==> config.mk <==
export PLATFORM = sky130hd
export DESIGN_NAME = hazard_detect_unit
export DESIGN_NICKNAME = d
export VERILOG_FILES = /design/src/rtl/hazard_detect_unit.sv
export SDC_FILE = /design/constraint.sdc
export NUM_CORES = 1
export LEC_CHECK = 0
export CORE_ASPECT_RATIO = 0.5
export CORE_MARGIN = 10
export CORE_UTILIZATION = 45
export DETAILED_ROUTE_END_ITERATION = 6
export PLACE_DENSITY = 0.83
export SLEW_MARGIN = 20
export SYNTH_ARGS = -nofsm -noshare
export SYNTH_HDL_FRONTEND = slang
export SYNTH_SLANG_ARGS = --single-unit
==> constraint.sdc <==
create_clock -name CLK -period 2.6 [get_ports CLK]
set_input_delay 0.52 -clock CLK [delete_from_list [all_inputs] [get_ports CLK]]
set_output_delay 0.52 -clock CLK [all_outputs]
set_load 0.05 [all_outputs]
==> src/rtl/hazard_detect_unit.sv <==
// ID-stage hazard detector: a two-slot (EXE/MEM) writer scoreboard that raises a
// combinational stall request for register (RAW) and status-register hazards.
module hazard_detect_unit #(
    parameter int CNT_W = 16
) (
    input  logic             CLK,
    input  logic             RST,
    input  logic             ID_valid,
    input  logic [3:0]       src1,
    input  logic [3:0]       src2,
    input  logic             Two_src,
    input  logic             ID_WB_EN,
    input  logic             ID_MEM_R_EN,
    input  logic             ID_S,
    input  logic [3:0]       ID_Dest,
    input  logic             ID_cond_AL,
    input  logic             Forward_EN,
    input  logic             flush,
    input  logic             mem_stall,
    output logic             hazard,
    output logic [CNT_W-1:0] stall_count
);

    typedef struct packed {
        logic       valid;
        logic       wb_en;
        logic       mem_r_en;
        logic       s;
        logic [3:0] dest;
    } slot_t;

    slot_t            r_exe;
    slot_t            r_mem;
    logic [CNT_W-1:0] r_stall_count;

    logic  w_hz_exe;
    logic  w_hz_mem;
    logic  w_hazard;
    slot_t w_id_slot;

    // One rule for both stages: only the EXE slot can cause load-use or SR stalls,
    // because forwarding covers everything else and the SR is written at the end of EXE.
    function automatic logic f_slot_hazard(
        input slot_t      slot,
        input logic       is_exe,
        input logic [3:0] rs1,
        input logic [3:0] rs2,
        input logic       two,
        input logic       fwd,
        input logic       cond_al
    );
        logic match;
        logic reg_hz;
        logic sr_hz;
        match  = slot.valid & slot.wb_en & ((slot.dest == rs1) | (two & (slot.dest == rs2)));
        reg_hz = fwd ? (is_exe & match & slot.mem_r_en) : match;
        sr_hz  = is_exe & ~cond_al & slot.valid & slot.s;
        return reg_hz | sr_hz;
    endfunction

    // Hazard decision and the slot image the ID instruction would take into EXE.
    always_comb begin
        w_hz_exe  = 1'b0;
        w_hz_mem  = 1'b0;
        w_hazard  = 1'b0;
        w_id_slot = '0;
        w_hz_exe  = f_slot_hazard(r_exe, 1'b1, src1, src2, Two_src, Forward_EN, ID_cond_AL);
        w_hz_mem  = f_slot_hazard(r_mem, 1'b0, src1, src2, Two_src, Forward_EN, ID_cond_AL);
        if (ID_valid && !flush) begin
            w_hazard = w_hz_exe | w_hz_mem;
        end else begin
            w_hazard = 1'b0;
        end
        // A stalled or flushed instruction must enter EXE as a bubble.
        w_id_slot.valid    = ID_valid & ~w_hazard & ~flush;
        w_id_slot.wb_en    = ID_WB_EN;
        w_id_slot.mem_r_en = ID_MEM_R_EN;
        w_id_slot.s        = ID_S;
        w_id_slot.dest     = ID_Dest;
    end

    // Scoreboard advance: EXE -> MEM -> dropped, frozen while memory is busy.
    always_ff @(posedge CLK) begin
        if (RST) begin
            r_exe <= '0;
            r_mem <= '0;
        end else if (!mem_stall) begin
            r_mem <= r_exe;
            r_exe <= w_id_slot;
        end else begin
            r_mem <= r_mem;
            r_exe <= r_exe;
        end
    end

    // Saturating count of cycles this unit actually cost the pipeline.
    always_ff @(posedge CLK) begin
        if (RST) begin
            r_stall_count <= '0;
        end else if (w_hazard && !mem_stall && (r_stall_count != {CNT_W{1'b1}})) begin
            r_stall_count <= r_stall_count + {{(CNT_W-1){1'b0}}, 1'b1};
        end else begin
            r_stall_count <= r_stall_count;
        end
    end

    assign hazard      = w_hazard;
    assign stall_count = r_stall_count;

endmodule

==> results.cfg <==
[status]
status = completed

[critical_path]
crit_path_end_kind = output pin
critPathLaunchType = input pin
crit_chain = clkdlybuf4s50_1, xor2_1, o41ai_4, a211oi_4, nor3b_4, buf_6
crit_arrival_ns = 1.99
crit_type = in2out
crit_path_top_delay_cell = clkdlybuf4s50_1
crit_fanout = 2
cp.required_ns = 2.08
max_stage_delay_ns = 0.45

[route]
vias = 1484
drt-initial-drc-count = 34
ant_nets = 0
dr_wl_met3_um = 249
wl_met2_um = 2100
dr.pass1.iters = 4
top_layer_used = met4
drt-wirelength-per-cell_um = 14.7
vias_per_cell = 5.34
m1WireLength_um = 1700
wl_um = 4080
drcViolationCount = 0

[finish]
multi_input_area_um2 = 1010
final_nets = 250
final_cells = 278
register_area_um2 = 601
fill_cells = 289
final_area_um2 = 2220
area_growth_pct = 36.9
layout_commonest_cell = clkdlybuf4s50_1
diodes = 0
layout_common_cells = clkdlybuf4s50_1 (36), dfxtp_1 (30), nor2_1 (24), xnor2_1 (13), mux2i_1 (13)
layout-drive-gt1-share_pct = 15.0

[global_routing]
grt_usage_pct = 12.2
grt_pass1_vias = 1490
grt_max_degree = 21
grt_pass1_wl_um = 6720
antenna_found_initial = 0
grt_overflow = 0

[synthesis]
yosys.area_share.simple_pct = 27.7
synth.area.mux_share_pct = 13.1
syn_nets = 205
synth_fa_ha_area_share_pct = 0.770
synth_top_family_by_area = simple AND/OR/NAND/NOR gates
yosysSeqAreaShare_pct = 37.0
synth_xor_area_share_pct = 8.63
synth_compound_area_share_pct = 9.17
syn-cell-area_um2 = 1620
async_flop_share_pct = 0
synthFlopType = dfxtp_1
synth_top_area_share_pct = 37.0
ys_ff_latch = 30
synth_cell_types = 40
synth_edf_count = 0
synth.area.top_cells = dfxtp_1 (37%), mux2i_1 (8.0%), xnor2_1 (7.0%)
yosys.area.top_type = dfxtp_1
synth_area_per_cell_um2 = 8.97
postSynthCellCount = 181
ys_warn_count = 0

[power]
power_density_nw_per_um2 = 441
ir_drop_mv = 0.313
leakage_nw = 0.840

[hold_path]
min_path_type = reg2reg

[placed_design]
dpl-instance-area_um2 = 2090
dpl.hpwl_um = 3090
dp.cells = 269
gp_congestion = 0.788
port_buffers = 39

[die]
start_util_pct = 47.0
ios = 40
dieArea_um2 = 6560
core-area_um2 = 3450
rows = 15
die_height_um = 62.5
fp.dieW_um = 105

[sta]
min_period_ns = 2.51
relSlewSlack_pct = 60.0
setup_viol = 0
fin_crit_sh_pct = 96.5
hold_viol = 0
rsz0062_at_grt = no
worst_pin_slew_ns = 0.598
fmax_ghz = 0.398
drv_slew = 0
fin_skew_ns = 0.00475

[clock_network]
numCtsBuffers = 5
tritoncts = yes
path_clk_slew_ns = 0.06
postCtsHoldBufs = 0
htreeDepth = 2
clock_latency_ns = 0.28
cts_sinks = 30
root_buffer = clkbuf_8
clockBufferDepth = 2

[job]
cap_violations = 0
-- critical path, delay by kind of cell --
family / cells / cell delay [ns]
XOR/XNOR: 1 / 0.18
AND/OR/NAND/NOR: 1 / 0.19
buffers and inverters: 2 / 0.63
AO/OA/AOI/OAI: 2 / 0.47
-- what timing repair did --
item	CTS	global route
resized for setup	4	3
setup buffers	1	0
pin swaps	2	1
endpoints found under the setup margin	1	1
-- synthesized netlist by cell type, types with 2 or more instances --
cell      count
dfxtp_1      30
inv_1         2
nand3_1       9
nor3_1        3
clkbuf_1      5
xnor2_1      13
mux2i_1      13
nand2_1       7
nor4b_1       2
a21oi_1       8
nor2_1       24
o21ai_0       7
nor3b_1       4
xor2_1        3
mux2_2        6
nand4_1       5
and3_1        3
or3_1         7
nor2b_1       8
buf_6         2
-- registers in the layout (all words and copies together), names as in the netlist --
register and count:
r_exe 8, r_mem 6, stall_count 16
-- logic make-up after synthesis --
kind of cell | Yosys count
muxes | 20
DFF | 30
xor gates and xnor gates | 16
buffers and inverters | 11
adders and majority gates | 1
AOI/OAI and AO/OA | 23
and+or+nand+nor | 80
-- final timing paths --
| kind | startpoint | endpoint | slack, ns | depth (start not counted) |
|---|---|---|---|---|
| worst min-delay path | r_mem[7] | r_mem[7] | 0.51 | 2 |
| worst max register to register | r_mem[2] | stall_count[10] | 0.42 | 8 |
| worst max-delay path | src2[3] | hazard | 0.09 | 6 |
| worst min register to register | r_mem[7] | r_mem[7] | 0.51 | 2 |
-- per-layer routing --
| layer | up-vias | GRT usage [%] |
|---|---|---|
| li1 | 727 | - |
| met1 | 714 | 12.3 |
| met3 | 5 | 4.94 |
| met4 | 0 | 5.44 |
| met5 | - | 0 |
| met2 | 38 | 21.7 |
-- final cells by class --
cell class	instances	share of cell area [%]
Inverter	2	0.338
Sequential cell	30	27.0
Multi-Input combinational cell	140	45.3
Clock buffer	7	3.88
Timing Repair Buffer	47	20.4
Clock inverter	1	0.225
Tap cell	51	2.87
-- stage by stage --
stage          hold slack (ns)  worst slack [ns]  TNS (ns)  total power, W  util, %
3_5_place_dp             0.506            -0.164    -0.712        0.000597     60.4
5_1_grt                  0.551            0.0160         0         0.00102     64.4
2_1_floorplan            0.455            0.0989         0        0.000545        -
3_3_place_gp             0.474            -0.104    -0.167        0.000593     60.4
4_1_cts                  0.521            0.0125         0        0.000985     63.9
6_report                 0.510            0.0898         0        0.000981     64.4
-- report_power, final --
| part | total (W) | switching, W | internal (W) |
|---|---|---|---|
| Sequential | 0.000481 | 0.0000114 | 0.000470 |
| Combinational | 0.000111 | 0.0000483 | 0.0000625 |
| Clock | 0.000389 | 0.000176 | 0.000213 |
| Total | 0.000981 | 0.000235 | 0.000745 |
Note: power is estimated with default switching activity, not from simulation.
